**src/rtl/chase_pkg.sv**
```systemverilog
// chase_pkg: shared definitions for the LED chase monitor.
//   chase_state_t : monitor state (IDLE, TRACK, LOCKED, FAULT)
//   STEP_CNT_W    : width of the good-step counter
package chase_pkg;

    localparam int unsigned STEP_CNT_W = 16;

    typedef enum logic [1:0] {
        IDLE   = 2'd0,
        TRACK  = 2'd1,
        LOCKED = 2'd2,
        FAULT  = 2'd3
    } chase_state_t;

endpackage

```
**src/rtl/chase_monitor_if.sv**
```systemverilog
// chase_monitor_if: observed LED bus, clear control and monitor status.
//   clear       : synchronous clear request
//   led_in      : LED bus under observation
//   locked      : monitor is locked onto the rotation
//   err_onehot  : sticky, bus was not one-hot while tracking
//   err_step    : sticky, a change was not a 1-position left rotation
//   err_period  : sticky, a change came too soon after the previous one
//   position    : index of the lit LED
//   step_count  : number of good steps (wraps)
//   last_period : measured gap of the most recent good step
// master drives the bus and clear; slave is the monitor.
interface chase_monitor_if
    import chase_pkg::*;
#(
    parameter int unsigned WIDTH    = 8,
    parameter int unsigned PERIOD_W = 16
);

    localparam int unsigned IDX_W = $clog2(WIDTH);

    logic                  clear;
    logic [WIDTH-1:0]      led_in;
    logic                  locked;
    logic                  err_onehot;
    logic                  err_step;
    logic                  err_period;
    logic [IDX_W-1:0]      position;
    logic [STEP_CNT_W-1:0] step_count;
    logic [PERIOD_W-1:0]   last_period;

    modport master (
        output clear, led_in,
        input  locked, err_onehot, err_step, err_period,
        input  position, step_count, last_period
    );

    modport slave (
        input  clear, led_in,
        output locked, err_onehot, err_step, err_period,
        output position, step_count, last_period
    );

endinterface

```
**src/rtl/chase_onehot_decode.sv**
```systemverilog
// chase_onehot_decode: combinational one-hot check and bit-index decode.
//   bus       : WIDTH-bit input vector
//   is_onehot : exactly one bit of bus is set
//   index     : position of the set bit (meaningful only when is_onehot)
module chase_onehot_decode #(
    parameter  int unsigned WIDTH = 8,
    localparam int unsigned IDX_W = $clog2(WIDTH)
) (
    input  logic [WIDTH-1:0] bus,
    output logic             is_onehot,
    output logic [IDX_W-1:0] index
);

    always_comb begin
        is_onehot = $onehot(bus);
        index     = '0;
        for (int unsigned i = 0; i < WIDTH; i++) begin
            if (bus[i]) begin
                index = IDX_W'(i);
            end
        end
    end

endmodule

```
**src/rtl/chase_monitor.sv**
```systemverilog
// chase_monitor: receive-side checker for the one-hot rotating LED bus.
// Samples the bus every clock, checks for single-step left rotations no
// faster than TICKS_PER_STEP cycles apart, and reports lock status, sticky
// error flags, step count and measured step period.
//   clk   : clock (same domain as the chaser)
//   rst_n : asynchronous active-low reset
//   bus   : chase_monitor_if slave (clear, led_in in; status out)
module chase_monitor
    import chase_pkg::*;
#(
    parameter int unsigned WIDTH          = 8,
    parameter int unsigned TICKS_PER_STEP = 4,
    parameter int unsigned LOCK_STEPS     = 2,
    parameter int unsigned PERIOD_W       = 16
) (
    input  logic           clk,
    input  logic           rst_n,
    chase_monitor_if.slave bus
);

    localparam int unsigned IDX_W  = $clog2(WIDTH);
    localparam int unsigned GOOD_W = $clog2(LOCK_STEPS + 1);

    localparam logic [GOOD_W-1:0]   LOCK_TARGET = GOOD_W'(LOCK_STEPS);
    localparam logic [PERIOD_W-1:0] MIN_GAP     = PERIOD_W'(TICKS_PER_STEP);

    logic [WIDTH-1:0]      led_q;
    logic [WIDTH-1:0]      led_prev;
    logic [PERIOD_W-1:0]   gap_cnt;
    logic [PERIOD_W-1:0]   gap_cnt_nxt;
    logic [PERIOD_W-1:0]   gap_meas;
    chase_state_t          state;
    chase_state_t          state_nxt;
    logic [GOOD_W-1:0]     good_cnt;
    logic [GOOD_W-1:0]     good_cnt_nxt;
    logic [GOOD_W-1:0]     good_inc;
    logic                  first_pending;
    logic                  first_pending_nxt;
    logic                  err_onehot_q;
    logic                  err_onehot_nxt;
    logic                  err_step_q;
    logic                  err_step_nxt;
    logic                  err_period_q;
    logic                  err_period_nxt;
    logic [IDX_W-1:0]      position_q;
    logic [IDX_W-1:0]      position_nxt;
    logic [STEP_CNT_W-1:0] step_count_q;
    logic [STEP_CNT_W-1:0] step_count_nxt;
    logic [PERIOD_W-1:0]   last_period_q;
    logic [PERIOD_W-1:0]   last_period_nxt;

    logic                  dec_onehot;
    logic [IDX_W-1:0]      dec_index;
    logic                  change;
    logic                  rotation;
    logic                  v_onehot;
    logic                  v_step;
    logic                  v_period;
    logic                  violation;

    chase_onehot_decode #(
        .WIDTH (WIDTH)
    ) u_decode (
        .bus       (led_q),
        .is_onehot (dec_onehot),
        .index     (dec_index)
    );

    always_comb begin
        change   = (led_q != led_prev);
        rotation = (led_q == {led_prev[WIDTH-2:0], led_prev[WIDTH-1]});
        // Saturating gap+1: the cycle count since the previous change,
        // and also the free-running increment of the gap counter.
        gap_meas    = (&gap_cnt) ? gap_cnt : gap_cnt + 1'b1;
        gap_cnt_nxt = change ? '0 : gap_meas;
        v_onehot    = !dec_onehot;
        v_step      = change && !rotation;
        v_period    = change && !first_pending && (gap_meas < MIN_GAP);
        violation   = v_onehot || v_step || v_period;
        good_inc    = good_cnt + 1'b1;
    end

    always_comb begin
        state_nxt         = state;
        good_cnt_nxt      = good_cnt;
        first_pending_nxt = first_pending;
        err_onehot_nxt    = err_onehot_q;
        err_step_nxt      = err_step_q;
        err_period_nxt    = err_period_q;
        step_count_nxt    = step_count_q;
        last_period_nxt   = last_period_q;
        position_nxt      = dec_onehot ? dec_index : position_q;

        case (state)
            IDLE: begin
                if (dec_onehot) begin
                    state_nxt         = TRACK;
                    good_cnt_nxt      = '0;
                    first_pending_nxt = 1'b1;
                end
            end
            TRACK, LOCKED: begin
                if (violation) begin
                    state_nxt      = FAULT;
                    err_onehot_nxt = err_onehot_q | v_onehot;
                    err_step_nxt   = err_step_q   | v_step;
                    err_period_nxt = err_period_q | v_period;
                end else if (change) begin
                    // No violation plus a change means a good rotation.
                    step_count_nxt = step_count_q + 1'b1;
                    if (state == TRACK) begin
                        good_cnt_nxt = good_inc;
                        if (first_pending) begin
                            first_pending_nxt = 1'b0;
                        end else begin
                            last_period_nxt = gap_meas;
                        end
                        if (good_inc == LOCK_TARGET) begin
                            state_nxt = LOCKED;
                        end
                    end else begin
                        last_period_nxt = gap_meas;
                    end
                end
            end
            FAULT: begin
                state_nxt = FAULT;
            end
            default: begin
                state_nxt = IDLE;
            end
        endcase
    end

    always_ff @(posedge clk or negedge rst_n) begin
        if (!rst_n) begin
            led_q         <= '0;
            led_prev      <= '0;
            gap_cnt       <= '0;
            state         <= IDLE;
            good_cnt      <= '0;
            first_pending <= 1'b0;
            err_onehot_q  <= 1'b0;
            err_step_q    <= 1'b0;
            err_period_q  <= 1'b0;
            position_q    <= '0;
            step_count_q  <= '0;
            last_period_q <= '0;
        end else begin
            led_q    <= bus.led_in;
            // Also on clear: the reload keeps clear from creating a change.
            led_prev <= led_q;
            if (bus.clear) begin
                gap_cnt       <= '0;
                state         <= IDLE;
                good_cnt      <= '0;
                first_pending <= 1'b0;
                err_onehot_q  <= 1'b0;
                err_step_q    <= 1'b0;
                err_period_q  <= 1'b0;
                position_q    <= '0;
                step_count_q  <= '0;
                last_period_q <= '0;
            end else begin
                gap_cnt       <= gap_cnt_nxt;
                state         <= state_nxt;
                good_cnt      <= good_cnt_nxt;
                first_pending <= first_pending_nxt;
                err_onehot_q  <= err_onehot_nxt;
                err_step_q    <= err_step_nxt;
                err_period_q  <= err_period_nxt;
                position_q    <= position_nxt;
                step_count_q  <= step_count_nxt;
                last_period_q <= last_period_nxt;
            end
        end
    end

    assign bus.locked      = (state == LOCKED);
    assign bus.err_onehot  = err_onehot_q;
    assign bus.err_step    = err_step_q;
    assign bus.err_period  = err_period_q;
    assign bus.position    = position_q;
    assign bus.step_count  = step_count_q;
    assign bus.last_period = last_period_q;

endmodule

```
**src/flat_wrapper.sv**
```systemverilog
// flat-port wrapper written by rule: the top's interface ports become plain ports
module chase_monitor_flat import chase_pkg::*;
#(
    parameter int unsigned WIDTH          = 8,
    parameter int unsigned TICKS_PER_STEP = 4,
    parameter int unsigned LOCK_STEPS     = 2,
    parameter int unsigned PERIOD_W       = 16
)
  (clk, rst_n, bus_clear, bus_led_in, bus_locked, bus_err_onehot, bus_err_step, bus_err_period, bus_position, bus_step_count, bus_last_period);
  chase_monitor_if #(.WIDTH(WIDTH), .PERIOD_W(PERIOD_W)) bus_i ();
  input  logic clk;
  input  logic rst_n;
  input wire logic [$bits(bus_i.clear)-1:0] bus_clear;
  input wire logic [$bits(bus_i.led_in)-1:0] bus_led_in;
  output wire logic [$bits(bus_i.locked)-1:0] bus_locked;
  output wire logic [$bits(bus_i.err_onehot)-1:0] bus_err_onehot;
  output wire logic [$bits(bus_i.err_step)-1:0] bus_err_step;
  output wire logic [$bits(bus_i.err_period)-1:0] bus_err_period;
  output wire logic [$bits(bus_i.position)-1:0] bus_position;
  output wire logic [$bits(bus_i.step_count)-1:0] bus_step_count;
  output wire logic [$bits(bus_i.last_period)-1:0] bus_last_period;
  assign bus_i.clear = bus_clear;
  assign bus_i.led_in = bus_led_in;
  assign bus_locked = bus_i.locked;
  assign bus_err_onehot = bus_i.err_onehot;
  assign bus_err_step = bus_i.err_step;
  assign bus_err_period = bus_i.err_period;
  assign bus_position = bus_i.position;
  assign bus_step_count = bus_i.step_count;
  assign bus_last_period = bus_i.last_period;
  chase_monitor #(.WIDTH(WIDTH), .TICKS_PER_STEP(TICKS_PER_STEP), .LOCK_STEPS(LOCK_STEPS), .PERIOD_W(PERIOD_W)) u_core (.clk(clk), .rst_n(rst_n), .bus(bus_i));
endmodule
```
**config.mk**
```make
export PLATFORM = sky130hd
export DESIGN_NAME = chase_monitor_flat
export DESIGN_NICKNAME = d
export VERILOG_FILES = /design/src/rtl/chase_pkg.sv /design/src/rtl/chase_monitor_if.sv /design/src/rtl/chase_onehot_decode.sv /design/src/rtl/chase_monitor.sv /design/src/flat_wrapper.sv
export SDC_FILE = /design/constraint.sdc
export NUM_CORES = 1
export LEC_CHECK = 0
export ABC_CLOCK_PERIOD_IN_PS = 4800
export CAP_MARGIN = 25
export CORE_ASPECT_RATIO = 1.2
export CORE_UTILIZATION = 56
export DETAILED_ROUTE_END_ITERATION = 12
export PLACE_DENSITY = 0.83
export RECOVER_POWER = 25
export SLEW_MARGIN = 20
export SYNTH_ARGS = -nofsm -noshare
export SYNTH_HDL_FRONTEND = slang
export SYNTH_SLANG_ARGS = --single-unit
```
**constraint.sdc**
```tcl
create_clock -name clk -period 4.8 [get_ports clk]
set_input_delay 1.44 -clock clk [delete_from_list [all_inputs] [get_ports clk]]
set_output_delay 1.44 -clock clk [all_outputs]
set_load 0.05 [all_outputs]
```
==> results of run 1 <==
## sequential cells by signal, indices dropped and copies added (netlist names)
name                    count
u_core.bus.position         3
u_core.state                2
u_core.bus.step_count      16
u_core.gap_cnt             16
u_core.bus.err_onehot       1
u_core.bus.err_step         1
u_core.led_q                8
u_core.first_pending        1
u_core.bus.err_period       1
u_core.led_prev             8
u_core.bus.last_period     16
u_core.good_cnt             2
## Yosys cell counts (5+ instances only)
| master | number | area share (%) |
|---|---|---|
| nor2_1 | 32 | 2.9 |
| and2_1 | 6 | 0.89 |
| a21oi_1 | 41 | 4.9 |
| inv_1 | 20 | 1.8 |
| ha_1 | 10 | 3.0 |
| nor4_1 | 5 | 0.74 |
| or4_1 | 14 | 2.5 |
| nor3_1 | 7 | 0.83 |
| clkbuf_1 | 17 | 1.5 |
| o31ai_1 | 16 | 2.9 |
| dfrtp_1 | 75 | 45 |
| xor2_1 | 10 | 2.1 |
| nand3_1 | 12 | 1.4 |
| mux2i_1 | 5 | 1.2 |
| nand2_1 | 16 | 1.4 |
| o21ai_0 | 25 | 3.0 |
| xnor2_1 | 11 | 2.3 |
| nand4_1 | 17 | 2.5 |
| and3_1 | 7 | 1.0 |
| or3_1 | 16 | 2.4 |
## power breakdown
group / switching, mW / internal, mW
clock network: 0.230 / 0.183
logic: 0.319 / 0.158
registers: 0.0352 / 0.665
total: 0.585 / 1.01
## worst paths after layout
check	from	to	cells past startpoint
max reg2reg	u_core.led_q[1]$_DFF_PN0_	u_core.bus.last_period[8]$_DFFE_PN0P_	15
min in group asynchronous	rst_n	u_core.gap_cnt[11]$_DFF_PN0_	2
min reg2reg	u_core.led_q[0]$_DFF_PN0_	u_core.led_prev[0]$_DFF_PN0_	0
max	u_core.led_q[1]$_DFF_PN0_	u_core.bus.last_period[8]$_DFFE_PN0P_	15
max in group asynchronous	rst_n	u_core.bus.step_count[5]$_DFFE_PN0P_	2
min	u_core.led_q[0]$_DFF_PN0_	u_core.led_prev[0]$_DFF_PN0_	0
## critical path, delay by kind of cell (launching register included)
family | cells | cell delay, ps
adders and majority gates | 5 | 1790
AOI/OAI and AO/OA | 4 | 1040
and+or+nand+nor | 2 | 840
DFF | 1 | 440
buffers and inverters | 3 | 200
muxes | 1 | 150
## per-stage QoR
step,setup slack (ps),hold WS (ps),util (%)
3_5_place_dp,170,474,64.7
6_report,263,493,66.8
5_1_grt,12.5,510,66.8
4_1_cts,166,494,66.9
2_1_floorplan,431,434,-
3_3_place_gp,349,443,64.7
## cell type report
type / count / area (um^2) / share of cell area [%]
clock buffers: 10 / 128 / 2.63
clock inverters: 6 / 32.5 / 0.670
inverters: 20 / 75.1 / 1.55
multi-input cells: 313 / 2100 / 43.3
flip-flops and latches: 75 / 1880 / 38.6
well taps: 90 / 113 / 2.32
repair buffers: 56 / 529 / 10.9
## routing by layer
metal | share of wire, % | track usage, % | vias to the layer above
met1 | 41 | 33.4 | 1763
met3 | 4.8 | 4.91 | 20
met5 | 0 | 0 | -
li1 | - | - | 1675
met4 | 1.9 | 12.9 | 0
met2 | 53 | 44.1 | 106
## cell families after synthesis
| kind of cell | count (synthesis) | synth area share [%] |
|---|---|---|
| compound gates | 116 | 17.2 |
| fa+ha+maj | 14 | 4.87 |
| mux | 6 | 1.54 |
| simple gates | 156 | 21.9 |
| xor+xnor | 21 | 4.37 |
| buf+inv | 49 | 5.53 |
| flops | 75 | 44.6 |
## cells in the final DEF (no fill, tap or decap), types with 11 or more instances in the layout
cell type	n
nand3_1	12
nor2_1	32
o31ai_1	16
or3_1	16
nand2_1	16
clkdlybuf4s50_1	40
o21ai_0	25
a21oi_1	41
xnor2_1	11
nand4_1	17
dfrtp_1	75
or4_1	14
inv_1	20
==> impl_metrics.env, run 1 <==
export IMPL_grt_max_degree=56
export IMPL_power_mw=1.59
export IMPL_grt_overflow_total=0
export IMPL_endpoint_kind="flop"
export IMPL_grt_pass1_vias=3599
export IMPL_synthDistinctLibCells=63
export IMPL_worst_slew_pin_slew_ps=2570
export IMPL_critPathMaxFanout=28
export IMPL_io_buffers=49
export IMPL_period_share_pct=94.5
export IMPL_hold_path_class="reg2reg"
export IMPL_fin_cells=570
export IMPL_place_congestion=0.893
export IMPL_slew_viol_final=49
export IMPL_critical_path_required_ps=5070
export IMPL_synthArstFlopShare_pct=100
export IMPL_syn_avg_cell_area_um2=9.64
export IMPL_clock_latency_ps=350
export IMPL_ys_ff_latch=75
export IMPL_tritoncts="yes"
export IMPL_ios=50
export IMPL_critPathMaxStageDelay_ps=500
export IMPL_ir_drop_mv=0.350
export IMPL_failed_checks="max-capacitance violations, max-slew violations"
export IMPL_yosysSeqAreaShare_pct=44.6
export IMPL_rsz0062_at_grt="false"
export IMPL_die_y_um=97
export IMPL_route_detailed_drc=0
export IMPL_syn2layout_area_growth_pct=15.3
export IMPL_hpwlAfterDp_um=6790
export IMPL_grt_pass1_wl_um=16400
export IMPL_synth_cells=437
export IMPL_place_area_mm2=0.00470
export IMPL_setup_violations=0
export IMPL_cpMostUsedCell="fa_1"
export IMPL_drtIter0Drc=280
export IMPL_crit_slowest_cell="fa_1"
export IMPL_postRouteAntennaNets=0
export IMPL_hold_buffers=0
export IMPL_syn_num_nets=462
export IMPL_cp_arrival_ps=4800
export IMPL_die_x_um=81.2
export IMPL_reg2reg_slack_ps=260
export IMPL_grt_antenna_before_repair=0
export IMPL_max_freq_ghz=0.220
export IMPL_cts_buffers=9
export IMPL_root_buffer="clkbuf_8"
export IMPL_wl_um=9710
export IMPL_cts_resized_gates=0
export IMPL_relSlewSlack_pct=-71.6
export IMPL_wire_per_inst_um=17.0
export IMPL_finalClockSkew_ps=12.9
export IMPL_fp_dieArea_mm2=0.00787
export IMPL_setup_tns_ps=0
export IMPL_period_minus_slack_ps=4540
export IMPL_design_area_mm2=0.00486
export IMPL_firstDrtPassIters=4
export IMPL_power_density_mw_per_mm2=328
export IMPL_num_vias=3564
export IMPL_syn_area_mm2=0.00421
export IMPL_cts_sinks=75
export IMPL_antennaDiodeCount=0
export IMPL_dp_cells=554
export IMPL_track_usage_pct=26.8
export IMPL_critPathKind="reg2reg"
export IMPL_run_status="finished with violations"
export IMPL_htree_num_levels=3
export IMPL_final_net_count=500
export IMPL_startpoint_type="flop"
export IMPL_hold_viol=0
export IMPL_yosys_warnings=0
export IMPL_ctsLongestPathBuffers=2
export IMPL_start_util_pct=57.9
export IMPL_drive_gt1_share_pct=7.92
export IMPL_num_rows=34
export IMPL_maxCapViolCount=1
export IMPL_path_clk_slew_ps=80
export IMPL_crit_path_cell_trace="ha_1, inv_1, fa_1, fa_1, inv_1, fa_1, inv_1, fa_1, a211oi_1, mux2i_1, or2_2, a21o_1, a211o_2, or4_1, a21oi_1"
export IMPL_synth_edf_count=0
export IMPL_post_cts_buffers=0
export IMPL_core_mm2=0.00727
export IMPL_synth_ff_type="dfrtp_1"
export IMPL_leakage_nw=1.99
export IMPL_fill_cells=581
export IMPL_viasPerCell=6.25
(Power assumes the default switching activity.)
==> run 2: changes to the inputs <==
--- a/config.mk
+++ b/config.mk
@@ -10,9 +10,8 @@
 export CORE_ASPECT_RATIO = 1.2
 export CORE_UTILIZATION = 56
 export DETAILED_ROUTE_END_ITERATION = 12
-export PLACE_DENSITY = 0.83
+export PLACE_DENSITY = 0.81
 export RECOVER_POWER = 25
-export SLEW_MARGIN = 20
 export SYNTH_ARGS = -nofsm -noshare
 export SYNTH_HDL_FRONTEND = slang
 export SYNTH_SLANG_ARGS = --single-unit
==> impl_metrics.env, run 2 (synthesis results as in run 1) <==
export IMPL_run_status="finished with violations"
export IMPL_failed_checks="max-capacitance violations, max-slew violations"
export IMPL_power_mw=1.78
export IMPL_route_detailed_drc=0
export IMPL_cts_buffers=9
export IMPL_wl_um=9830
export IMPL_slew_viol_final=46
export IMPL_relSlewSlack_pct=-57.6
export IMPL_design_area_mm2=0.00494
export IMPL_finalClockSkew_ps=10.2
export IMPL_hold_path_class="reg2reg"
export IMPL_fill_cells=567
export IMPL_hold_buffers=0
export IMPL_ios=50
export IMPL_endpoint_kind="flop"
export IMPL_fp_dieArea_mm2=0.00787
export IMPL_clock_latency_ps=350
export IMPL_rsz0062_at_grt="false"
export IMPL_drive_gt1_share_pct=8.13
export IMPL_die_x_um=81.2
export IMPL_final_common_cell="dfrtp_1"
export IMPL_critical_path_required_ps=5080
export IMPL_num_vias=3544
export IMPL_final_cell_mix="dfrtp_1 (75), a21oi_1 (41), clkdlybuf4s50_1 (40)"
export IMPL_pre_cts_ws_ps=293
export IMPL_grt_pass1_wl_um=16500
export IMPL_critPathKind="reg2reg"
export IMPL_firstDrtPassIters=5
export IMPL_io_buffers=49
export IMPL_cts_sinks=75
export IMPL_startpoint_type="flop"
export IMPL_final_net_count=500
export IMPL_ir_drop_mv=0.440
export IMPL_grt_overflow_total=0
export IMPL_wire_per_inst_um=17.2
export IMPL_setup_violations=0
export IMPL_hold_viol=0
export IMPL_track_usage_pct=27.1
export IMPL_htree_num_levels=3
export IMPL_period_minus_slack_ps=4520
export IMPL_place_congestion=0.971
export IMPL_grt_max_degree=57
export IMPL_timing_hold_ws_ps=478
export IMPL_drtIter0Drc=262
export IMPL_path_clk_slew_ps=80
export IMPL_fin_cells=570
export IMPL_grt_antenna_before_repair=0
export IMPL_root_buffer="clkbuf_8"
export IMPL_leakage_nw=2.02
export IMPL_r2r_end="u_core.bus.last_period[4]$_DFFE_PN0P_"
export IMPL_ctsLongestPathBuffers=2
export IMPL_worst_slack_ps=278
export IMPL_power_density_mw_per_mm2=359
export IMPL_syn2layout_area_growth_pct=17.4
export IMPL_crit_end="u_core.bus.last_period[4]$_DFFE_PN0P_"
export IMPL_cp_arrival_ps=4800
export IMPL_tritoncts="yes"
export IMPL_place_area_mm2=0.00470
export IMPL_antennaDiodeCount=0
export IMPL_hpwlAfterDp_um=6820
export IMPL_critPathMaxFanout=18
export IMPL_core_mm2=0.00727
export IMPL_setup_tns_ps=0
export IMPL_start_util_pct=57.9
export IMPL_viasPerCell=6.22
export IMPL_dp_cells=554
export IMPL_maxCapViolCount=1
export IMPL_timing_rr_start="u_core.led_q[1]$_DFF_PN0_"
export IMPL_worst_slew_pin_slew_ps=2360
export IMPL_critPathLaunch="u_core.led_q[1]$_DFF_PN0_"
export IMPL_final_util_pct=68.0
export IMPL_grt_pass1_vias=3451
export IMPL_period_share_pct=94.2
export IMPL_max_freq_ghz=0.221
export IMPL_num_rows=34
export IMPL_reg2reg_slack_ps=280
export IMPL_postRouteAntennaNets=0
export IMPL_die_y_um=97
export IMPL_r2r_cells=16
[run 2: changes by cell type in the layout (fill, tap and decap cells not counted)]
| cell | before | now |
|---|---|---|
| inv_6 | 0 | 2 |
| clkinv_2 | 5 | 0 |
| clkbuf_1 | 4 | 3 |
| bufinv_16 | 0 | 3 |
| clkinv_4 | 0 | 1 |
[run 2: power breakdown]
| part | leakage [nW] | switching, mW | internal, mW |
|---|---|---|---|
| Sequential | 1.00 | 0.0360 | 0.665 |
| Clock | 0.120 | 0.256 | 0.350 |
| Combinational | 0.894 | 0.312 | 0.159 |
| Total | 2.02 | 0.604 | 1.17 |
[run 2: per-layer routing]
layer  share of wire (%)  GRT usage [%]  vias to the layer above
met5                   0              0                        -
met4                 2.2           10.3                        0
met3                 3.8           4.91                       23
met2                  52           44.5                       98
met1                  42           35.0                     1746
li1                    -              -                     1677
[run 2: layout make-up]
cell class,instances,area (um^2),share of cell area (%)
clock buffer,9,124,2.51
inverter,20,75.1,1.52
tap,90,113,2.28
sequential,75,1880,38.0
multi-input combinational,313,2100,42.5
timing repair buffer,56,529,10.7
clock inverter,7,124,2.51
[run 2: worst min path at each step]
stage | startpoint | end | slack (ps) | cells after the start
global route | u_core.led_q[0]$_DFF_PN0_ | u_core.led_prev[0]$_DFF_PN0_ | 500 | 0
floorplan | u_core.led_q[0]$_DFF_PN0_ | u_core.led_prev[0]$_DFF_PN0_ | 430 | 0
CTS | u_core.led_q[0]$_DFF_PN0_ | u_core.led_prev[0]$_DFF_PN0_ | 480 | 0
global placement | u_core.led_q[0]$_DFF_PN0_ | u_core.led_prev[0]$_DFF_PN0_ | 440 | 0
finish | u_core.led_q[0]$_DFF_PN0_ | u_core.led_prev[0]$_DFF_PN0_ | 480 | 0
detailed placement | u_core.led_q[0]$_DFF_PN0_ | u_core.led_prev[0]$_DFF_PN0_ | 460 | 0
[run 2: worst max-delay path, stage by stage, from the launching register on]
cell and delay (ps):
dfrtp_1 440, ha_1 290, inv_1 40, fa_1 490, fa_1 410, inv_1 70
fa_1 180, inv_1 60, fa_1 390, a211oi_1 270, mux2i_1 150, or2_2 390
a21o_1 190, a211o_2 380, buf_4 210, or3_1 320, a21oi_1 150
[run 2: repair_timing]
action	CTS	global route
endpoints found under the setup margin	0	2
resized for setup	0	1
setup buffers	0	0
==> run 3: changes to the inputs <==
--- a/config.mk
+++ b/config.mk
@@ -5,6 +5,7 @@
 export SDC_FILE = /design/constraint.sdc
 export NUM_CORES = 1
 export LEC_CHECK = 0
+export ABC_AREA = 1
 export ABC_CLOCK_PERIOD_IN_PS = 4800
 export CAP_MARGIN = 25
 export CORE_ASPECT_RATIO = 1.2
==> impl_metrics.env, run 3 <==
export IMPL_drive_gt1_share_pct=10.6
export IMPL_synthMuxAreaShare_pct=0
export IMPL_slew_viol_final=76
export IMPL_endpoint_kind="flop"
export IMPL_clock_latency_ps=350
export IMPL_ir_drop_mv=0.227
export IMPL_maxCapViolCount=1
export IMPL_num_vias=3652
export IMPL_synth_ff_type="dfrtp_1"
export IMPL_syn_num_nets=566
export IMPL_cp_arrival_ps=4550
export IMPL_synth_simple_area_share_pct=33.8
export IMPL_grt_antenna_before_repair=0
export IMPL_power_density_mw_per_mm2=325
export IMPL_hold_path_class="reg2reg"
export IMPL_track_usage_pct=25.7
export IMPL_synthArstFlopShare_pct=100
export IMPL_timing_hold_ws_ps=472
export IMPL_firstDrtPassIters=5
export IMPL_setup_violations=0
export IMPL_synth_common_cells="nand2_1 (164), dfrtp_1 (75), inv_1 (63)"
export IMPL_yosysSeqAreaShare_pct=43.6
export IMPL_r2r_cells=18
export IMPL_synth_cells=541
export IMPL_startpoint_type="flop"
export IMPL_die_x_um=82.0
export IMPL_wl_um=9280
export IMPL_max_freq_ghz=0.231
export IMPL_synth_top_family_by_area="simple AND/OR/NAND/NOR gates"
export IMPL_synth_xor_area_share_pct=6.28
export IMPL_fin_cells=686
export IMPL_cts_sinks=75
export IMPL_busiest_layer="met2"
export IMPL_final_cell_mix="nand2_1 (164), dfrtp_1 (75), inv_1 (63)"
export IMPL_syn_area_mm2=0.00430
export IMPL_synth_top_cell_area_share_pct=43.6
export IMPL_postRouteAntennaNets=0
export IMPL_holdPathStages=0
export IMPL_fp_dieArea_mm2=0.00804
export IMPL_yosys_warnings=0
export IMPL_run_status="finished with violations"
export IMPL_path_clk_slew_ps=80
export IMPL_hold_buffers=0
export IMPL_synth_area_top_cells="dfrtp_1 (44%), nand2_1 (14%), inv_1 (5.5%), nor2_1 (5.3%), xor2_1 (3.9%)"
export IMPL_post_cts_buffers=0
export IMPL_io_buffers=49
export IMPL_design_area_mm2=0.00502
export IMPL_core_mm2=0.00736
export IMPL_worst_slew_pin_slew_ps=1810
export IMPL_ctsLongestPathBuffers=2
export IMPL_finalClockSkew_ps=9.18
export IMPL_synth_compound_area_share_pct=3.35
export IMPL_route_detailed_drc=0
export IMPL_synth_edf_count=0
export IMPL_synth_top_area_cell="dfrtp_1"
export IMPL_die_y_um=98.0
export IMPL_relSlewSlack_pct=-20.9
export IMPL_viasPerCell=5.32
export IMPL_period_share_pct=90.0
export IMPL_ys_ff_latch=75
export IMPL_grt_pass1_wl_um=15900
export IMPL_critPathMaxFanout=28
export IMPL_setup_tns_ps=0
export IMPL_place_area_mm2=0.00483
export IMPL_place_congestion=0.865
export IMPL_antennaDiodeCount=0
export IMPL_cts_buffers=9
export IMPL_drtIter0Drc=230
export IMPL_fill_cells=599
export IMPL_num_rows=34
export IMPL_grt_use_met3_pct=4.77
export IMPL_period_minus_slack_ps=4320
export IMPL_rsz0062_at_grt="false"
export IMPL_critical_path_required_ps=5030
export IMPL_failed_checks="max-capacitance violations, max-slew violations"
export IMPL_grt_max_degree=76
export IMPL_power_mw=1.63
export IMPL_met1_usage_pct=33.0
export IMPL_hpwlAfterDp_um=6670
export IMPL_ios=50
export IMPL_wire_per_inst_um=13.5
export IMPL_final_net_count=616
export IMPL_syn_avg_cell_area_um2=7.95
export IMPL_final_common_cell="nand2_1"
export IMPL_critPathKind="reg2reg"
export IMPL_use_met2_pct=42.6
export IMPL_start_util_pct=58.4
export IMPL_synth_most_common_cell="nand2_1"
export IMPL_root_buffer="clkbuf_8"
export IMPL_grt_pass1_vias=3557
export IMPL_synth_fa_ha_area_share_pct=4.77
export IMPL_leakage_nw=2.44
export IMPL_dp_cells=670
export IMPL_syn2layout_area_growth_pct=16.8
export IMPL_tritoncts="yes"
export IMPL_grt_overflow_total=0
export IMPL_cts_resized_gates=0
export IMPL_htree_num_levels=3
export IMPL_hold_viol=0
export IMPL_synthDistinctLibCells=38
## run 3: logic make-up (layout without fill, tap and decap cells)
group	Yosys count	count (layout)
AND/OR/NAND/NOR	316	316
adder cells (fa/ha/maj)	14	14
AO/OA/AOI/OAI	24	24
flip-flops	75	75
buffers and inverters	82	137
XOR/XNOR	30	30
## run 3: cell type report
type | instances | area (um^2) | area share (%)
inverters | 68 | 255 | 5.08
clock inverters | 7 | 68.8 | 1.37
multi-input cells | 384 | 2070 | 41.3
flip-flops and latches | 75 | 1880 | 37.4
well taps | 90 | 113 | 2.24
clock buffers | 9 | 124 | 2.47
repair buffers | 53 | 513 | 10.2
## run 3: critical path, stage by stage, from the launching register on
cell and delay (ps):
dfrtp_1 450, ha_1 300, inv_1 50, fa_1 500
fa_1 410, inv_1 80, fa_1 190, inv_1 60
fa_1 380, nor3_1 180, a22oi_1 80, nor2_1 160
inv_1 80, nor2_1 220, nand3_2 110, nand2_2 430
nand2_2 340, nand2_1 150, nand2_1 60
## run 3: metal layers
metal,vias to the layer above,wire length [um]
met5,-,0
met4,0,208
met3,22,491
met2,105,4660
met1,1749,3910
li1,1776,-
## run 3: power by group
part | leakage (nW) | internal [mW] | total [mW] | switching, mW
Clock | 0.0950 | 0.238 | 0.473 | 0.235
Sequential | 0.997 | 0.679 | 0.721 | 0.0418
Combinational | 1.34 | 0.147 | 0.437 | 0.291
Total | 2.44 | 1.06 | 1.63 | 0.567
## run 3: worst paths after layout
check / endpoint / start / slack (ps)
max in group asynchronous: u_core.gap_cnt[6]$_DFF_PN0_ / rst_n / 2070
max reg2reg: u_core.bus.last_period[3]$_DFFE_PN0P_ / u_core.led_q[1]$_DFF_PN0_ / 480
max: u_core.bus.last_period[3]$_DFFE_PN0P_ / u_core.led_q[1]$_DFF_PN0_ / 480
min in group asynchronous: u_core.led_q[0]$_DFF_PN0_ / rst_n / 1660
min: u_core.led_prev[0]$_DFF_PN0_ / u_core.led_q[0]$_DFF_PN0_ / 470
min reg2reg: u_core.led_prev[0]$_DFF_PN0_ / u_core.led_q[0]$_DFF_PN0_ / 470
## run 3: through the flow
step	util (%)	worst slack, ps
finish	68.2	480
global route	68.2	92.9
CTS	68.3	487
detailed placement	65.7	495
global placement	65.7	680
floorplan	-	1230
